[config.mk]
export PLATFORM = sky130hd
export DESIGN_NAME = vme_cmd_executor
export DESIGN_NICKNAME = d
export VERILOG_FILES = /design/src/rtl/vme_cmd_executor.sv
export SDC_FILE = /design/constraint.sdc
export NUM_CORES = 1
export LEC_CHECK = 0
export CORE_MARGIN = 2
export CORE_UTILIZATION = 25
export CTS_CLUSTER_DIAMETER = 30
export DETAILED_ROUTE_END_ITERATION = 12
export PLACE_DENSITY_LB_ADDON = 0.1
export RECOVER_POWER = 50
export SYNTH_ARGS = -nofsm -noshare
export SYNTH_HDL_FRONTEND = slang
export SYNTH_SLANG_ARGS = --single-unit
[constraint.sdc]
create_clock -name clk -period 6.2 [get_ports clk]
set_input_delay 0.62 -clock clk [delete_from_list [all_inputs] [get_ports clk]]
set_output_delay 0.62 -clock clk [all_outputs]
set_load 0.05 [all_outputs]
[src/rtl/vme_cmd_executor.sv]
// vme_cmd_executor: decodes one VME command word per start pulse, runs a
// single-word cycle on the internal register bus and returns the response
// (read data, write echo or error code) with a one-cycle vme_dat_wr strobe.
module vme_cmd_executor #(
  parameter logic [7:0]  TAG      = 8'hA8,
  parameter int unsigned TIMEOUT  = 255,
  parameter logic [15:0] ERR_DATA = 16'hDEAD
) (
  input  logic        clk,
  input  logic        rst_n,
  input  logic        start,
  input  logic [31:0] vme_cmd_reg,
  input  logic [31:0] vme_dat_reg_in,
  output logic [31:0] vme_dat_reg_out,
  output logic        vme_cmd_rd,
  output logic        vme_dat_wr,
  output logic        bus_strobe,
  output logic        bus_write,
  output logic [15:0] bus_addr,
  output logic [15:0] bus_wdata,
  input  logic [15:0] bus_rdata,
  input  logic        bus_ack,
  output logic [15:0] cmd_count,
  output logic [7:0]  err_count,
  output logic        overrun
);

  // Last WAIT cycle count value before the timeout fires (counter starts at 0).
  localparam logic [15:0] TO_LAST = 16'(TIMEOUT - 1);

  typedef enum logic [1:0] {S_IDLE, S_WAIT, S_DONE} state_t;

  state_t      state_q, state_d;
  logic [15:0] addr_q, addr_d;
  logic [15:0] wdata_q, wdata_d;
  logic        write_q, write_d;
  logic [15:0] cnt_q, cnt_d;
  logic [31:0] dat_out_q, dat_out_d;
  logic [15:0] cmd_count_q, cmd_count_d;
  logic [7:0]  err_count_q, err_count_d;
  logic        overrun_q, overrun_d;

  logic cmd_legal;
  logic timeout_hit;

  // Upper command/data bits carry no meaning here.
  logic unused_bits;
  assign unused_bits = ^{vme_cmd_reg[31:26], vme_dat_reg_in[31:16]};

  assign cmd_legal   = (vme_cmd_reg[23:16] == TAG) && (vme_cmd_reg[25] ^ vme_cmd_reg[24]);
  assign timeout_hit = (cnt_q == TO_LAST);

  // State register.
  always_ff @(posedge clk or negedge rst_n) begin
    if (!rst_n) state_q <= S_IDLE;
    else        state_q <= state_d;
  end

  // Next-state logic: illegal commands skip the bus cycle entirely.
  always_comb begin
    state_d = state_q;
    case (state_q)
      S_IDLE:  if (start) state_d = cmd_legal ? S_WAIT : S_DONE;
      S_WAIT:  if (bus_ack || timeout_hit) state_d = S_DONE;
      S_DONE:  state_d = S_IDLE;
      default: state_d = S_IDLE;
    endcase
  end

  // FSM outputs are decoded from state so a reset drops bus_strobe at once.
  always_comb begin
    vme_cmd_rd = (state_q == S_IDLE);
    bus_strobe = (state_q == S_WAIT);
    vme_dat_wr = (state_q == S_DONE);
  end

  // Datapath: latch command, count WAIT cycles, build the response and the
  // statistics on the transition into DONE (ack takes priority over timeout).
  always_comb begin
    addr_d      = addr_q;
    wdata_d     = wdata_q;
    write_d     = write_q;
    cnt_d       = cnt_q;
    dat_out_d   = dat_out_q;
    cmd_count_d = cmd_count_q;
    err_count_d = err_count_q;
    overrun_d   = overrun_q;

    if (start && (state_q != S_IDLE)) overrun_d = 1'b1;

    case (state_q)
      S_IDLE: begin
        if (start) begin
          addr_d  = vme_cmd_reg[15:0];
          wdata_d = vme_dat_reg_in[15:0];
          write_d = vme_cmd_reg[24];
          cnt_d   = 16'd0;
          if (!cmd_legal) begin
            dat_out_d   = {1'b0, 1'b1, 14'd0, ERR_DATA};
            cmd_count_d = cmd_count_q + 16'd1;
            if (err_count_q != 8'hFF) err_count_d = err_count_q + 8'd1;
          end
        end
      end
      S_WAIT: begin
        if (bus_ack) begin
          dat_out_d   = {16'd0, (write_q ? wdata_q : bus_rdata)};
          cmd_count_d = cmd_count_q + 16'd1;
        end else if (timeout_hit) begin
          dat_out_d   = {1'b1, 15'd0, ERR_DATA};
          cmd_count_d = cmd_count_q + 16'd1;
          if (err_count_q != 8'hFF) err_count_d = err_count_q + 8'd1;
        end else begin
          cnt_d = cnt_q + 16'd1;
        end
      end
      default: ;
    endcase
  end

  // Datapath registers.
  always_ff @(posedge clk or negedge rst_n) begin
    if (!rst_n) begin
      addr_q      <= 16'd0;
      wdata_q     <= 16'd0;
      write_q     <= 1'b0;
      cnt_q       <= 16'd0;
      dat_out_q   <= 32'd0;
      cmd_count_q <= 16'd0;
      err_count_q <= 8'd0;
      overrun_q   <= 1'b0;
    end else begin
      addr_q      <= addr_d;
      wdata_q     <= wdata_d;
      write_q     <= write_d;
      cnt_q       <= cnt_d;
      dat_out_q   <= dat_out_d;
      cmd_count_q <= cmd_count_d;
      err_count_q <= err_count_d;
      overrun_q   <= overrun_d;
    end
  end

  assign vme_dat_reg_out = dat_out_q;
  assign bus_addr        = addr_q;
  assign bus_wdata       = wdata_q;
  assign bus_write       = write_q;
  assign cmd_count       = cmd_count_q;
  assign err_count       = err_count_q;
  assign overrun         = overrun_q;

endmodule

* After elaboration in Yosys (flattened, before gate mapping) *
Cells that the tools add are included.

storage, ports and cells
  input bits = 84
  output and inout bits = 93
  register bits = 108
  word-level logic and storage cells = 61

operators by class
  bitwise gates (word level) = 1
  add/subtract/negate cells = 3
  muxes and demuxes = 25
  eq/ne operators = 12
  reductions and logical operators = 11

operators with widths
  kind                                                    count
  two-way mux 16 bit                                      8
  two-way mux 32 bit                                      4
  one-hot mux 16 bit (2 select lines)                     2
  one-hot mux 32 bit (2 select lines)                     1
  two-way mux 8 bit                                       5
  adder 16 x 1 -> 16 bit (second input constant)          2
  equality test 16 x 8 -> 1 bit (second input constant)   1
  one-hot mux 8 bit (2 select lines)                      1
  adder 8 x 1 -> 8 bit (second input constant)            1
  equality test 8 bit (second input constant)             1
  inequality test 2 bit (second input constant)           4
  inequality test 8 bit (second input constant)           1
  AND reduction 4 bit                                     2
  two-way mux 2 bit                                       3
  AND reduction 5 bit                                     1
  inequality test 2 x 1 -> 1 bit (second input constant)  2
  one-hot mux 2 bit (2 select lines)                      1
  AND reduction 2 bit                                     2
  nonzero test 2 bit                                      2
  inequality test 3 x 1 -> 1 bit (second input constant)  1
  equality test 2 x 1 -> 1 bit (second input constant)    1
  equality test 2 bit (second input constant)             1
  logical AND 1 bit                                       2
  zero test 2 bit                                         1
  2 further kinds                                         2

* Longest topological paths before layout *
  depth in word-level cells = 5
  depth in mapped cells = 10
  mapped depth without buffers = 8

* Worst setup path after synthesis *
Ideal clock, no wire load.

  kind = register to register
  start = reg cnt_q[11]
  end = reg cmd_count_q[3] (netlist: cmd_count[3])
  slack = 3.795 ns
  path buffers = 1
  library setup time = 0.142 ns
  stages on the path, launching flop included = 8
  clock period less this slack = 2.405 ns
  arrival time = 2.263 ns
  data required time = 6.058 ns
  cell sequence = dfrtp_1 -> or4_4 -> o41a_1 -> buf_6 -> or3_4 -> clkinv_2 -> nand4_1 -> xnor2_1

on the way
  cells in the longest elaborated chain, start to end = 3

RTL lines
  item                                             RTL line  text
  from (decl)                                      37        logic [15:0] cnt_q, cnt_d;
  from (signal assigned)                           136       cnt_q <= cnt_d;
  equality test 16 x 8 -> 1 bit                    51        assign timeout_hit = (cnt_q == TO_LAST);
  inequality test 3 x 1 -> 1 bit (no source line)  --
  AND reduction 4 bit (no source line)             --
  to (signal assigned)                             138       cmd_count_q <= cmd_count_d;
  to (decl)                                        39        logic [15:0] cmd_count_q, cmd_count_d;

Every way passes these cells.
A chain may end at the register's enable or synchronous reset.

* Final worst setup path *
  start = in start
  end = reg cnt_q[6]

on the way
  cells in the longest elaborated chain, start to end = 2

RTL lines
  item                                    RTL line  text
  from (decl)                             11        input logic start,
  inequality test 2 bit (no source line)  --
  AND reduction 4 bit (no source line)    --

Every way passes these cells.

==> out/metrics.yaml <==
outcome: "finished, violations left"
post-place-ws_ps: 3115
r2r-start: "state_q[0]"
ir_drop_v: 0.0001774
io_buffers: 140
violations: "capacitance limit, slew limit"
setup_slack_ps: 2682
ys_ff_latch: 94
globalRouteOverflowTotal: 0
synth_edf_count: 0
grt_pass1_vias: 3568
grt_max_degree: 51
grt_usage_pct: 13.49
htree_levels: 3
clk_latency_ps: 350
num_vias: 3465
setup_tns_ps: 0
rsz0062_at_grt: "no"
crit_type: "in2reg"
fillers: 1743
syn_to_final_growth_pct: 43.53
ys_warn_count: 0
place_congestion: 0.7437
antenna_found_initial: 0
pin_count: 177
synth.distinct_cells: 43
clk_pin_slew_ps: 60
synthArstFlopShare_pct: 100.0
multi_input_area_um2: 1822
startpoint: "start"
max_slew_margin_pct: -64.00
wl_per_cell_um: 14.26
period_needed_ps: 3518
grt_first_pass_wirelength_mm: 19.22
hpwlAfterDp_mm: 8.235
seq_area_frac_synth_pct: 54.34
cts.sinks: 94
dieHeight_um: 135.6
final_util_pct: 36.30
postCtsSetupRepairBufs: 0
post_cts_resize_count: 0
drt_wl_total_mm: 11.61
cp.required_ps: 6420
cts-root-buf: "clkbuf_16"
cts_tree: "done"
diodes: 0
min-delay-start: "bus_addr[15]"
final_antenna_net_count: 0
drv_slew: 89
die_width_um: 135.6
setup_viol: 0
syn_inst: 445
syn_avg_cell_area_um2: 9.728
firstDrtPassIters: 4
drive_gt1_share_pct: 5.772
coreArea_um2: 17120
hold_viol: 0
num_rows: 48
hp-class: "reg2reg"
cts_buffers: 9
p_per_area_nw_per_um2: 316.0
r2r-end: "cnt_q[6]"
worst_pin_slew_ps: 2460
crit_fanout: 42
fmax_mhz: 284.3
worstHoldEndpoint: "bus_addr[15]"
cp-start-kind: "input pin"
yosys_most_used_dff: "dfrtp_1"
vias_per_cell: 4.257
fin_crit_sh_pct: 56.74
drc: 0
drtIter0Drc: 137
p_total_mw: 1.963
r2r_setup_slack_ps: 2810
final_area_um2: 6213
layout_commonest_cell: "clkdlybuf4s50_1"
cts_max_path_buffers: 2
hold_depth: 2
max_cap_violations: 2
ff_latch_area_um2: 2352
r2r_cells: 6
p_leak_nw: 2.714
crit_path_end_kind: "flop"
initial_core_util_pct: 25.29
final_cell_mix: "clkdlybuf4s50_1, nand2_1, dfrtp_1"
die_area_um2: 18380
nNetsFinal: 672
finalClockSkew_ps: 6.930
worstPathArrival_ps: 3740
cts_hold_buf: 0
placed_area_um2: 5908
syn_area_um2: 4329
worst max-delay path, stage by stage:
cell,delay [ps]
dlygate4sd3_1,660
and2_1,160
clkbuf_1,1500
nor2_1,420
o21ai_0,280
o21ai_0,100
area by class of cell:
cell class	count	area share [%]
Tap cell	225	4.531
Multi-Input combinational cell	330	29.32
Timing Repair Buffer	145	22.94
Clock inverter	4	1.128
Sequential cell	94	37.86
Inverter	4	0.2618
Clock buffer	12	3.967
per-layer routing:
layer	up-vias	part of all wire, %	global-route usage [%]
met5	-	0	0
met4	0	1.9	5.729
met3	12	7.9	5.013
met2	100	47	21.69
met1	1628	43	16.25
li1	1725	-	-
worst max path at each step:
stage                              end  slack, ps  depth (start not counted)
after floorplan           cmd_count[3]       3790                          7
after global placement    cmd_count[3]       3130                          7
after detailed placement  cmd_count[3]       3110                          7
after CTS                   bus_strobe       3360                          2
after global routing          cnt_q[6]       2320                          6
final                         cnt_q[6]       2680                          6
synthesized netlist by cell type (2+ instances only):
| cell | instances | area [um^2] |
|---|---|---|
| xor2_1 | 14 | 122.6 |
| nor4b_1 | 2 | 17.52 |
| a22o_1 | 2 | 17.52 |
| nand4_1 | 8 | 50.05 |
| buf_4 | 14 | 105.1 |
| nand3_1 | 13 | 65.06 |
| dfrtp_1 | 94 | 2352 |
| nand2b_1 | 3 | 18.77 |
| nor4_1 | 2 | 12.51 |
| inv_1 | 3 | 11.26 |
| nor2_1 | 35 | 131.4 |
| a21oi_1 | 11 | 55.05 |
| and4_1 | 2 | 17.52 |
| and3_1 | 7 | 43.79 |
| a21oi_2 | 8 | 70.07 |
| o21ai_0 | 15 | 75.07 |
| nor3_2 | 2 | 20.02 |
| clkbuf_1 | 13 | 48.80 |
| nand2_1 | 130 | 488.0 |
| xnor2_1 | 16 | 140.1 |
| mux2i_1 | 17 | 170.2 |
| nor2b_1 | 2 | 12.51 |
| buf_6 | 3 | 33.78 |
| nor3_1 | 7 | 35.03 |
| ha_1 | 4 | 50.05 |
power breakdown:
group / internal [mW] / leakage, nW / total, mW / switching, mW
registers: 0.683 / 1.16 / 0.759 / 0.0767
clock network: 0.364 / 0.157 / 0.601 / 0.237
logic: 0.209 / 1.39 / 0.603 / 0.394
state kept, by name, summed over array words and instances, names as in the netlist:
signal	flops
vme_dat_reg_out	18
bus_addr	16
bus_wdata	16
cmd_count	16
cnt_q	16
err_count	8
state_q	2
bus_write	1
overrun	1
metrics by stage:
stage / cells / hold slack [ps]
floorplan: 458 / 324.4
global placement: 798 / 455.5
detailed placement: 798 / 463.6
CTS: 814 / 292.7
global route: 814 / 497.9
finish: 814 / 469.1
cells by family after synthesis:
| kind of cell | synth area share [%] |
|---|---|
| XOR/XNOR | 6.069 |
| other | 0.08662 |
| AND/OR/NAND/NOR | 23.21 |
| adder cells (fa/ha/maj) | 1.156 |
| multiplexers | 4.191 |
| AO/OA/AOI/OAI | 6.243 |
| buffers and inverters | 4.711 |
| flip-flops | 54.34 |
Power figures use the tool's default switching activity.
